**config.mk**
```make
export PLATFORM = sky130hd
export DESIGN_NAME = knn_min_dist
export DESIGN_NICKNAME = d
export VERILOG_FILES = /design/src/rtl/gutteroil_pkg.sv /design/src/rtl/knn_min_dist_dist_acc.sv /design/src/rtl/knn_min_dist.sv
export SDC_FILE = /design/constraint.sdc
export NUM_CORES = 1
export LEC_CHECK = 0
export ABC_AREA = 1
export CORE_MARGIN = 5
export CORE_UTILIZATION = 46
export CTS_CLUSTER_SIZE = 24
export DETAILED_ROUTE_END_ITERATION = 6
export HOLD_SLACK_MARGIN = 0.15
export PLACE_DENSITY = 0.79
export SLEW_MARGIN = 20
export SYNTH_ARGS = -nofsm -noshare
export SYNTH_HDL_FRONTEND = slang
export SYNTH_HIERARCHICAL = 1
export SYNTH_SLANG_ARGS = --single-unit
```
**constraint.sdc**
```tcl
create_clock -name clk -period 1.9 [get_ports clk]
set_input_delay 0.38 -clock clk [delete_from_list [all_inputs] [get_ports clk]]
set_output_delay 0.38 -clock clk [all_outputs]
set_load 0.005 [all_outputs]
```
**src/rtl/gutteroil_pkg.sv**
```systemverilog
// Shared types and sizing helpers for the nearest-neighbour distance stage.
// Pure declarations: no latency, no flow control.
// Consumers size their ports from the functions below.
package gutteroil_pkg;

    typedef enum logic [1:0] {
        IDLE  = 2'd0,
        ACCUM = 2'd1,
        CMP   = 2'd2,
        FIN   = 2'd3
    } knn_state_t;

    localparam int DS_W = 16;

    function automatic int default_acc_w(input int num_feat);
        return DS_W + $clog2(num_feat);
    endfunction

    function automatic int idx_width(input int num_samples);
        return (num_samples > 1) ? $clog2(num_samples) : 1;
    endfunction

endpackage

```
**src/rtl/knn_min_dist_dist_acc.sv**
```systemverilog
// Distance accumulator: sums zero-extended squared-difference terms, clear has priority.
// Latency 1 cycle (sum visible the cycle after the add); no backpressure, caller gates i_add.
// KNN_MIN_DIST_SAT_EN selects saturation at all-ones instead of modulo wrap.
module dist_acc
    import gutteroil_pkg::*;
#(
    parameter int ACC_W = 20
) (
    input  logic             clk,
    input  logic             rst_n,
    input  logic             i_clr,
    input  logic             i_add,
    input  logic [DS_W-1:0]  i_term,
    output logic [ACC_W-1:0] o_acc
);

    logic [ACC_W-1:0] r_acc;
    logic [ACC_W-1:0] w_next;

`ifdef KNN_MIN_DIST_SAT_EN
    logic [ACC_W:0] w_sum;
    assign w_sum  = {1'b0, r_acc} + (ACC_W+1)'(i_term);
    // A saturated sum stays in the running so an overflowing sample never wins by wrapping.
    assign w_next = w_sum[ACC_W] ? {ACC_W{1'b1}} : w_sum[ACC_W-1:0];
`else
    assign w_next = r_acc + ACC_W'(i_term);
`endif

    always_ff @(posedge clk or negedge rst_n) begin
        if (!rst_n) begin
            r_acc <= '0;
        end else if (i_clr) begin
            r_acc <= '0;
        end else if (i_add) begin
            r_acc <= w_next;
        end
    end

    assign o_acc = r_acc;

endmodule

```
**src/rtl/knn_min_dist.sv**
```systemverilog
// Nearest-neighbour search: per-sample squared distance, running minimum with index and label.
// Latency: last term of last sample to done = 2 cycles; min_* stable in the done cycle.
// Backpressure: ds_ready only in ACCUM; terms offered otherwise are dropped. KNN_MIN_DIST_SAT_EN in dist_acc.
module knn_min_dist
    import gutteroil_pkg::*;
#(
    parameter  int NUM_FEAT    = 8,
    parameter  int NUM_SAMPLES = 16,
    parameter  int ACC_W       = 20,
    parameter  int LABEL_W     = 2,
    localparam int IDX_W       = idx_width(NUM_SAMPLES)
) (
    input  logic               clk,
    input  logic               rst_n,
    input  logic               start,
    input  logic               ds_valid,
    input  logic [DS_W-1:0]    ds_result,
    input  logic [LABEL_W-1:0] ds_label,
    output logic               ds_ready,
    output logic               busy,
    output logic               done,
    output logic [ACC_W-1:0]   min_dist,
    output logic [IDX_W-1:0]   min_idx,
    output logic [LABEL_W-1:0] min_label
);

    localparam int FEAT_W = $clog2(NUM_FEAT);

    knn_state_t         r_state;
    logic [FEAT_W-1:0]  r_feat_cnt;
    logic [IDX_W-1:0]   r_sample_cnt;
    logic               r_have_min;
    logic [LABEL_W-1:0] r_label;
    logic               r_ds_ready;
    logic               r_busy;
    logic               r_done;
    logic [ACC_W-1:0]   r_min_dist;
    logic [IDX_W-1:0]   r_min_idx;
    logic [LABEL_W-1:0] r_min_label;

    logic               w_acc_clr;
    logic               w_acc_add;
    logic [ACC_W-1:0]   w_acc;

    assign w_acc_clr = ((r_state == IDLE) && start) || (r_state == CMP);
    assign w_acc_add = (r_state == ACCUM) && ds_valid;

    dist_acc #(
        .ACC_W (ACC_W)
    ) u_dist_acc (
        .clk    (clk),
        .rst_n  (rst_n),
        .i_clr  (w_acc_clr),
        .i_add  (w_acc_add),
        .i_term (ds_result),
        .o_acc  (w_acc)
    );

    always_ff @(posedge clk or negedge rst_n) begin
        if (!rst_n) begin
            r_state      <= IDLE;
            r_feat_cnt   <= '0;
            r_sample_cnt <= '0;
            r_have_min   <= 1'b0;
            r_label      <= '0;
            r_ds_ready   <= 1'b0;
            r_busy       <= 1'b0;
            r_done       <= 1'b0;
            r_min_dist   <= '0;
            r_min_idx    <= '0;
            r_min_label  <= '0;
        end else begin
            r_done <= 1'b0;
            case (r_state)
                IDLE: begin
                    if (start) begin
                        r_feat_cnt   <= '0;
                        r_sample_cnt <= '0;
                        r_have_min   <= 1'b0;
                        r_busy       <= 1'b1;
                        r_ds_ready   <= 1'b1;
                        r_state      <= ACCUM;
                    end
                end
                ACCUM: begin
                    if (ds_valid) begin
                        if (r_feat_cnt == '0) begin
                            r_label <= ds_label;
                        end
                        if (r_feat_cnt == FEAT_W'(NUM_FEAT - 1)) begin
                            r_feat_cnt <= '0;
                            r_ds_ready <= 1'b0;
                            r_state    <= CMP;
                        end else begin
                            r_feat_cnt <= r_feat_cnt + FEAT_W'(1);
                        end
                    end
                end
                CMP: begin
                    // Strict less-than: on a tie the earlier sample keeps the slot.
                    if (!r_have_min || (w_acc < r_min_dist)) begin
                        r_min_dist  <= w_acc;
                        r_min_idx   <= r_sample_cnt;
                        r_min_label <= r_label;
                    end
                    r_have_min <= 1'b1;
                    r_feat_cnt <= '0;
                    if (r_sample_cnt == IDX_W'(NUM_SAMPLES - 1)) begin
                        r_done  <= 1'b1;
                        r_state <= FIN;
                    end else begin
                        r_sample_cnt <= r_sample_cnt + IDX_W'(1);
                        r_ds_ready   <= 1'b1;
                        r_state      <= ACCUM;
                    end
                end
                FIN: begin
                    r_busy  <= 1'b0;
                    r_state <= IDLE;
                end
                default: r_state <= IDLE;
            endcase
        end
    end

    assign ds_ready  = r_ds_ready;
    assign busy      = r_busy;
    assign done      = r_done;
    assign min_dist  = r_min_dist;
    assign min_idx   = r_min_idx;
    assign min_label = r_min_label;

endmodule

```
==> qor.txt, run 1 <==
First-pass GRT wire length - 18050 microns
Cell type with the largest total area after synthesis - dfrtp_1
Die area - 11040 sq um
Port Buffers - 50
Finished layout cell area - 5784 sq um
Pwr Density - 1646 nW/um^2
Core Rows - 34
Die width - 105.1 microns
Yosys Warn Count - 6
Antenna violations before repair - 0
Path depth of the worst reg2reg path - 11
Clk sinks - 61
Nets@finish - 743
Hold Startpoint - ds_result[0]
CTS Buf Count - 9
Final hold slack - 461.2 ps
Clock Skew - 9.032 ps
Vias per cell - 5.244
Reg2reg setup slack - -70 ps
DRT Pass-1 Iters - 5
Layout Cells excl Fill - 794
Min Clock Period, post-route - 1972 ps
CP Capture Type - flip-flop
Vias in the first global route - 3914
Largest net degree at the start of global routing - 62
Dpl cells - 760
Yosys top cell area share - 36.71%
Pre-CTS setup slack - -408.9 ps
Setup TNS - -959.3 ps
Post-route setup slack - -72.15 ps
Final setup vio count - 26
Share of layout cells above drive strength 1 - 24.93%
Crit Path Category - reg2reg
Multi-input combinational cell area - 2587 sq um
Final Hold Viols - 0
Max_cap viols - 0
Unrepaired setup endpoints after global routing - yes
Sequential share of the synthesized area - 36.71%
Startpoint class of the critical path - flip-flop
Status - complete, but fails checks
Achievable Freq - 507.1 MHz
Slew @ Worst Pin - 339.1 ps
Ports - 51
Leak Pwr - 2.951 nW
GR Util All Layers - 19.68%
Max FO, Critical Path - 7
Worst EP required - 2180 ps
Cell area after synthesis - 4158 sq um
Dpl hpwl - 7930 microns
Slew Viols, Final - 0
CTS Buffer Depth - 2
Diodes inserted - 0
CTS H-tree depth - 3
R2r endpoint - min_dist[8]
Remaining DRCs - 0
Synth-to-layout area growth - 39.12%
Routability congestion estimate - 0.9240
Final core utilization - 66.01%
Worst hold path type - in2reg
Die Ht - 105.1 microns
Failing checks - setup timing
CTS tree - done
Routed Wire Length - 11840 microns
Total power - 9.521 mW
Hold EP - u_dist_acc/o_acc[0]
Syn_area_per_cell - 7.398 sq um
WL/cell - 14.91 microns
Layout fillers - 704
Synth area leaders - dfrtp_1, nand2_1, ha_1
Net count after synthesis - 624
Critical path arrival - 2250 ps
Clock latency on the worst-skew pair - 350 ps
Tcrit/Tclk final - 103.8%
Vias - 4164
Initial Util - 47.44%
Reg area - 1536 sq um
Unique cell type count in the Yosys netlist - 35
Grt ovf - 0
Post-route ant nets - 0
Reg clk slew, reported paths - 70 ps
Post-Place Cell Area - 5097 sq um
DR iter-0 viols - 276
FF-to-FF Start - u_dist_acc/o_acc[7]
Relative slew slack - 77.39%
VDD IR max - 0.9358 mV
Synth Instances - 562
Clock root buffer - clkbuf_8
Core footprint - 8763 sq um
Flops & latches, synth - 61
Hold path cells - 3
==> layout make-up <==
class / count / area share [%]
multi-input cells: 424 / 44.73
flip-flops and latches: 61 / 26.56
repair buffers: 113 / 18.04
inverters: 72 / 4.672
clock buffers: 13 / 2.920
well taps: 108 / 2.336
clock inverters: 3 / 0.7355
==> cell usage in the layout, fill, tap and decap left out, types with 3 or more instances in the layout <==
master,Yosys,routed
clkdlybuf4s50_1,0,48
o21ai_0,18,17
nand2_4,1,4
a21oi_1,29,27
nand2_2,23,34
nor2_1,36,28
dfrtp_1,61,53
inv_1,72,71
ha_1,39,27
nand4_1,3,3
nand3_4,0,3
nand2_8,1,3
dfrtp_2,0,8
nand3_1,48,45
nor2_2,7,14
buf_4,0,55
ha_4,0,10
nor3_1,3,3
clkbuf_8,0,12
nand2_1,183,171
nand3_2,4,4
o21ai_1,3,4
a21oi_2,1,3
==> state kept, by name, indices dropped and copies added (netlist names), 2 cells and up <==
signal            count
min_dist             20
r_feat_cnt            3
min_idx               4
r_state               2
r_label               2
u_dist_acc/o_acc     20
min_label             2
r_sample_cnt          4
==> cells in the mapped netlist <==
library cell,n
a211oi_1,1
a21o_1,1
a21oi_1,29
a21oi_2,1
a22o_1,2
a31oi_1,1
a32o_1,2
and2_1,2
buf_12,2
buf_2,6
clkbuf_1,1
dfrtp_1,61
fa_1,1
ha_1,39
inv_1,72
mux2_2,2
nand2_1,183
nand2_2,23
nand2_4,1
nand2_8,1
nand3_1,48
nand3_2,4
nand3b_1,1
nand4_1,3
nor2_1,36
nor2_2,7
nor3_1,3
o21ai_0,18
o21ai_1,3
o21ai_2,2
o21bai_1,1
o31ai_1,2
or2_2,1
xnor2_1,1
xor2_1,1
==> repair_timing <==
item / CTS / global route
gates resized for setup: 5 / 58
gates cloned: 1 / 5
setup endpoints to repair: 4 / 41
endpoints found under the hold margin: 61 / 0
setup buffers: 0 / 11
pin swaps: 0 / 9
hold buffers: 1 / 0
==> where the power goes <==
| part | internal (mW) | switching [mW] |
|---|---|---|
| sequential | 1.83 | 0.574 |
| clock | 0.712 | 0.529 |
| combinational | 2.77 | 3.12 |
==> critical path, cell delays in order (launching register included) <==
cell	delay, ps
dfrtp_2	450
ha_1	320
a21oi_1	190
nand2_1	90
nand2_1	70
nand2_1	70
nand2_2	100
nand3_4	120
nand2_8	170
buf_8	140
nand3_1	90
nand2_1	100
==> per-layer routing <==
| metal | GRT usage [%] | wire length, microns |
|---|---|---|
| met4 | 7.763 | 269 |
| met5 | 0 | 0 |
| met1 | 25.17 | 5033 |
| met3 | 4.624 | 729 |
| met2 | 32.15 | 5802 |
==> logic make-up after synthesis <==
| logic type | share of synthesized area [%] |
|---|---|
| flip-flops | 36.71 |
| adder cells (fa/ha/maj) | 12.22 |
| XOR/XNOR | 0.4214 |
| AO/OA/AOI/OAI | 8.607 |
| buffers and inverters | 8.276 |
| AND/OR/NAND/NOR | 33.22 |
| multiplexers | 0.5416 |
==> how the worst max path moves through the flow <==
stage | from | to
floorplan | u_dist_acc/o_acc[0] | u_dist_acc/o_acc[12]
global placement | ds_result[0] | u_dist_acc/o_acc[12]
detailed placement | ds_result[0] | u_dist_acc/o_acc[12]
CTS | min_dist[5] | min_dist[14]
global route | u_dist_acc/o_acc[7] | min_dist[8]
finish | u_dist_acc/o_acc[7] | min_dist[8]
No activity file was read; power rests on OpenSTA's default activity.
==> run 2, diff against run 1 <==
--- a/config.mk
+++ b/config.mk
@@ -12,6 +12,7 @@
 export DETAILED_ROUTE_END_ITERATION = 6
 export HOLD_SLACK_MARGIN = 0.15
 export PLACE_DENSITY = 0.79
+export REMOVE_ABC_BUFFERS = 1
 export SLEW_MARGIN = 20
 export SYNTH_ARGS = -nofsm -noshare
 export SYNTH_HDL_FRONTEND = slang
==> qor.txt, run 2 (synthesis results as in run 1) <==
Status - complete, but fails checks
Failing checks - setup timing
DR iter-0 viols - 367
Min Clock Period, post-route - 1926 ps
Die width - 105.1 microns
Share of layout cells above drive strength 1 - 32.33%
Path depth of the worst reg2reg path - 12
Leak Pwr - 3.035 nW
Post-route setup slack - -25.97 ps
First-pass GRT wire length - 20310 microns
Slew Viols, Final - 0
Die Ht - 105.1 microns
Ports - 51
Clk sinks - 61
Vias in the first global route - 4206
Most frequent cells in the layout - nand2_1, inv_1, buf_4, dfrtp_1, nand2_2
Post-Place Cell Area - 5075 sq um
Dpl hpwl - 8171 microns
DRT Pass-1 Iters - 5
Routed Wire Length - 12860 microns
Synth-to-layout area growth - 47.64%
Core footprint - 8763 sq um
Unrepaired setup endpoints after global routing - yes
Routability congestion estimate - 0.9222
Antenna violations before repair - 0
Reg clk slew, reported paths - 70 ps
Layout fillers - 689
VDD IR max - 0.7736 mV
Reg2reg setup slack - -30 ps
CTS tree - done
Worst hold path type - reg2reg
Max_cap viols - 0
Clock latency on the worst-skew pair - 340 ps
Leading cell type in the layout, fill and taps excluded - nand2_1
Initial Util - 47.44%
Achievable Freq - 519.2 MHz
Tcrit/Tclk final - 101.4%
CTS Buf Count - 9
Pre-CTS setup slack - -359.0 ps
Final setup vio count - 15
Nets@finish - 753
Core Rows - 34
CTS Buffer Depth - 2
Vias per cell - 5.331
Critical path arrival - 2200 ps
Grt ovf - 0
Port Buffers - 50
Finished layout cell area - 6138 sq um
WL/cell - 15.99 microns
Startpoint class of the critical path - flip-flop
Clock root buffer - clkbuf_8
CP Capture Type - flip-flop
Pwr Density - 1715 nW/um^2
Remaining DRCs - 0
Largest net degree at the start of global routing - 62
Worst EP required - 2180 ps
Crit Path Category - reg2reg
Diodes inserted - 0
Hold path cells - 2
GR Util All Layers - 22.60%
CTS H-tree depth - 3
Slew @ Worst Pin - 377.4 ps
Final Hold Viols - 0
Die area - 11040 sq um
Setup TNS - -197.4 ps
Max FO, Critical Path - 7
Post-route ant nets - 0
Relative slew slack - 74.84%
Vias - 4286
Clock Skew - 7.050 ps
run 2: through the flow:
stage	total power [mW]	instances	hold slack, ps	util (%)
after floorplan	5.138	553	84.41	-
after global placement	6.974	757	417.1	57.91
after detailed placement	7.165	757	419.4	57.91
after CTS	9.496	797	476.7	65.19
after global routing	11.32	804	500.5	70.05
final	10.53	804	470.7	70.05
run 2: final timing paths:
kind                                      from              endpoint
hold / removal                        ds_ready              ds_ready
hold reg to reg                       ds_ready              ds_ready
min in group asynchronous                rst_n           min_dist[4]
setup reg to reg           u_dist_acc/o_acc[8]          min_dist[17]
setup / recovery           u_dist_acc/o_acc[8]          min_dist[17]
max in group asynchronous                rst_n  u_dist_acc/o_acc[14]
run 2: area by class of cell:
class | count | area, sq um | area share (%)
clock inverter | 3 | 67.56 | 1.101
tap | 108 | 135.1 | 2.201
multi-input combinational | 423 | 2816 | 45.88
timing repair buffer | 124 | 1160 | 18.90
clock buffer | 13 | 158.9 | 2.589
inverter | 72 | 270.3 | 4.403
sequential | 61 | 1530 | 24.93
run 2: worst max-delay path: stages, from the launching register on:
cell	delay (ps)
dfrtp_2	450
ha_1	290
nand2_1	80
nor2_4	130
nand2_2	80
nor2_2	130
nand2_2	80
nand3_4	120
nand2_8	110
buf_12	160
nand2_8	120
nand2_2	60
nand2_1	60
run 2: where the power goes:
group | total [mW] | switching (mW) | internal, mW
registers | 2.28 | 0.470 | 1.81
logic | 6.90 | 3.60 | 3.30
clock network | 1.34 | 0.529 | 0.812
total | 10.5 | 4.60 | 5.93
run 2: what timing repair did:
action,4_1_cts,5_1_grt
hold buffers,1,0
setup endpoints to repair,17,39
cloned,4,0
setup buffers,19,7
gates resized for setup,33,90
pin swaps,10,27
hold endpoints to repair,61,0
run 2: layer usage:
metal	wire, microns	global-route usage (%)
met3	739	2.589
met1	5522	30.12
met2	6179	37.46
met5	0	0
met4	413	8.950
==> run 3, diff against run 2 <==
==> constraint.sdc (replaced) <==
create_clock -name clk -period 2.25 [get_ports clk]
set_input_delay 0.45 -clock clk [delete_from_list [all_inputs] [get_ports clk]]
set_output_delay 0.45 -clock clk [all_outputs]
set_load 0.005 [all_outputs]
==> qor.txt, run 3 (synthesis results as in run 1) <==
CTS H-tree depth - 3
Core Rows - 34
Worst hold path type - reg2reg
WL/cell - 13.99 microns
DR WL met2 - 4961 microns
DRT Pass-1 Iters - 5
Dpl hpwl - 7951 microns
CP peak stage delay - 410 ps
Dpl cells - 729
CTS tree - done
CP top delay family - simple AND/OR/NAND/NOR gates
Vias per cell - 5.050
Reg2reg setup slack - 280 ps
Max FO, Critical Path - 4
Crit-path slowest cell - clkdlybuf4s50_1
Critical path arrival - 2360 ps
Die Ht - 105.1 microns
Post-CTS setup repair buffer count - 0
Layout fillers - 826
Nets@finish - 695
First-pass GRT wire length - 17950 microns
Post-route setup slack - 152.2 ps
Leak Pwr - 2.666 nW
Routed Wire Length - 10420 microns
# hold bufs at CTS - 1
Slew @ Worst Pin - 521.5 ps
Startpoint class of the critical path - primary input
Clock latency on the worst-skew pair - 340 ps
GR Util All Layers - 19.55%
CTS Buf Count - 9
Synth-to-layout area growth - 21.70%
Diodes inserted - 0
Ports - 51
Final setup vio count - 0
CP Capture Type - flip-flop
Most used cell, CP - nand2_1
Vias - 3762
Remaining DRCs - 0
Crit Path Category - in2reg
Relative slew slack - 65.24%
Total power - 6.651 mW
Min Clock Period, post-route - 2098 ps
DR iter-0 viols - 200
Most frequent cells in the layout - nand2_1, inv_1, dfrtp_1, clkdlybuf4s50_1, nand3_1
Antenna violations before repair - 0
Hold path cells - 2
FF-to-FF Start - u_dist_acc/o_acc[0]
Clk sinks - 61
Met3 Routed Length - 461 microns
Core footprint - 8763 sq um
Hold EP - ds_ready
Buf/Inv on CP - 1
Hold Startpoint - ds_ready
CTS Buffer Depth - 2
Slew Viols, Final - 0
Final Hold Viols - 0
VDD IR max - 0.5273 mV
R2r endpoint - u_dist_acc/o_acc[12]
Status - complete, no violations
Tcrit/Tclk final - 93.24%
Clock Skew - 4.937 ps
Largest net degree at the start of global routing - 31
Die width - 105.1 microns
Routability congestion estimate - 0.8938
Layout Cells excl Fill - 745
Max_cap viols - 0
Uppermost layer routed - met4
Reg clk slew, reported paths - 70 ps
Grt ovf - 0
Die area - 11040 sq um
Port Buffers - 50
Pwr Density - 1315 nW/um^2
Crit path cell chain - clkdlybuf4s50_1 > ha_1 > fa_1 > nand2_1 > nand3_1 > nand3_1 > nand2_1 > nand2_1 > nand3_1 > nand2_1 > nand2_1 > o21ai_1
Achievable Freq - 476.7 MHz
Vias in the first global route - 3736
Leading cell type in the layout, fill and taps excluded - nand2_1
Worst EP required - 2510 ps
Post-route ant nets - 0
Pre-CTS setup slack - -166.0 ps
Clock root buffer - clkbuf_8
Initial Util - 47.44%
DRT met1 WL - 4876 microns
Share of layout cells above drive strength 1 - 12.09%
Unrepaired setup endpoints after global routing - no
Number of gates resized after cts - 0
Path depth of the worst reg2reg path - 11
## run 3: through the flow
step	hold WS (ps)	util [%]	area, sq um	TNS (ps)
4_1_cts	474.6	57.74	5060	0
3_3_place_gp	443.9	55.51	4865	-241.2
6_report	469.9	57.74	5060	0
3_5_place_dp	453.7	55.51	4865	-558.8
5_1_grt	493.9	57.74	5060	0
2_1_floorplan	154.4	-	4084	-13590
## run 3: routing by layer
layer / global-route usage [%] / vias to the layer above
li1: - / 1937
met1: 26.77 / 1716
met2: 32.60 / 98
met3: 2.528 / 11
met4: 5.205 / 0
met5: 0 / -
## run 3: where the power goes
group / leakage (nW) / switching (mW) / internal [mW]
logic: 1.79 / 2.16 / 1.60
registers: 0.786 / 0.433 / 1.53
clock network: 0.0905 / 0.445 / 0.482
total: 2.67 / 3.04 / 3.61
## run 3: worst max path at each step
stage,endpoint,cells after the start,slack (ps),start
2_1_floorplan,u_dist_acc/o_acc[7],10,-840,r_state[1]
3_3_place_gp,u_dist_acc/o_acc[12],12,-110,ds_result[0]
3_5_place_dp,u_dist_acc/o_acc[12],12,-170,ds_result[0]
4_1_cts,u_dist_acc/o_acc[12],12,180,ds_result[0]
5_1_grt,u_dist_acc/o_acc[12],12,60,ds_result[0]
6_report,u_dist_acc/o_acc[12],12,150,ds_result[0]
## run 3: worst reg2reg max path, stage by stage (launching register included)
cell	delay (ps)
dfrtp_1	420
ha_1	230
fa_1	400
nand2_1	110
nand3_1	110
nand3_1	100
nand2_1	150
nand2_1	100
nand3_1	80
nand2_1	60
nand2_1	50
o21ai_1	120
## run 3: layout make-up
cell class	count	area (sq um)	share of cell area, %
Multi-Input combinational cell	420	2290	45.25
Sequential cell	61	1526	30.17
Timing Repair Buffer	69	653.1	12.91
Inverter	72	270.3	5.341
Clock buffer	12	165.2	3.264
Tap cell	108	135.1	2.671
Clock inverter	3	20.02	0.3956
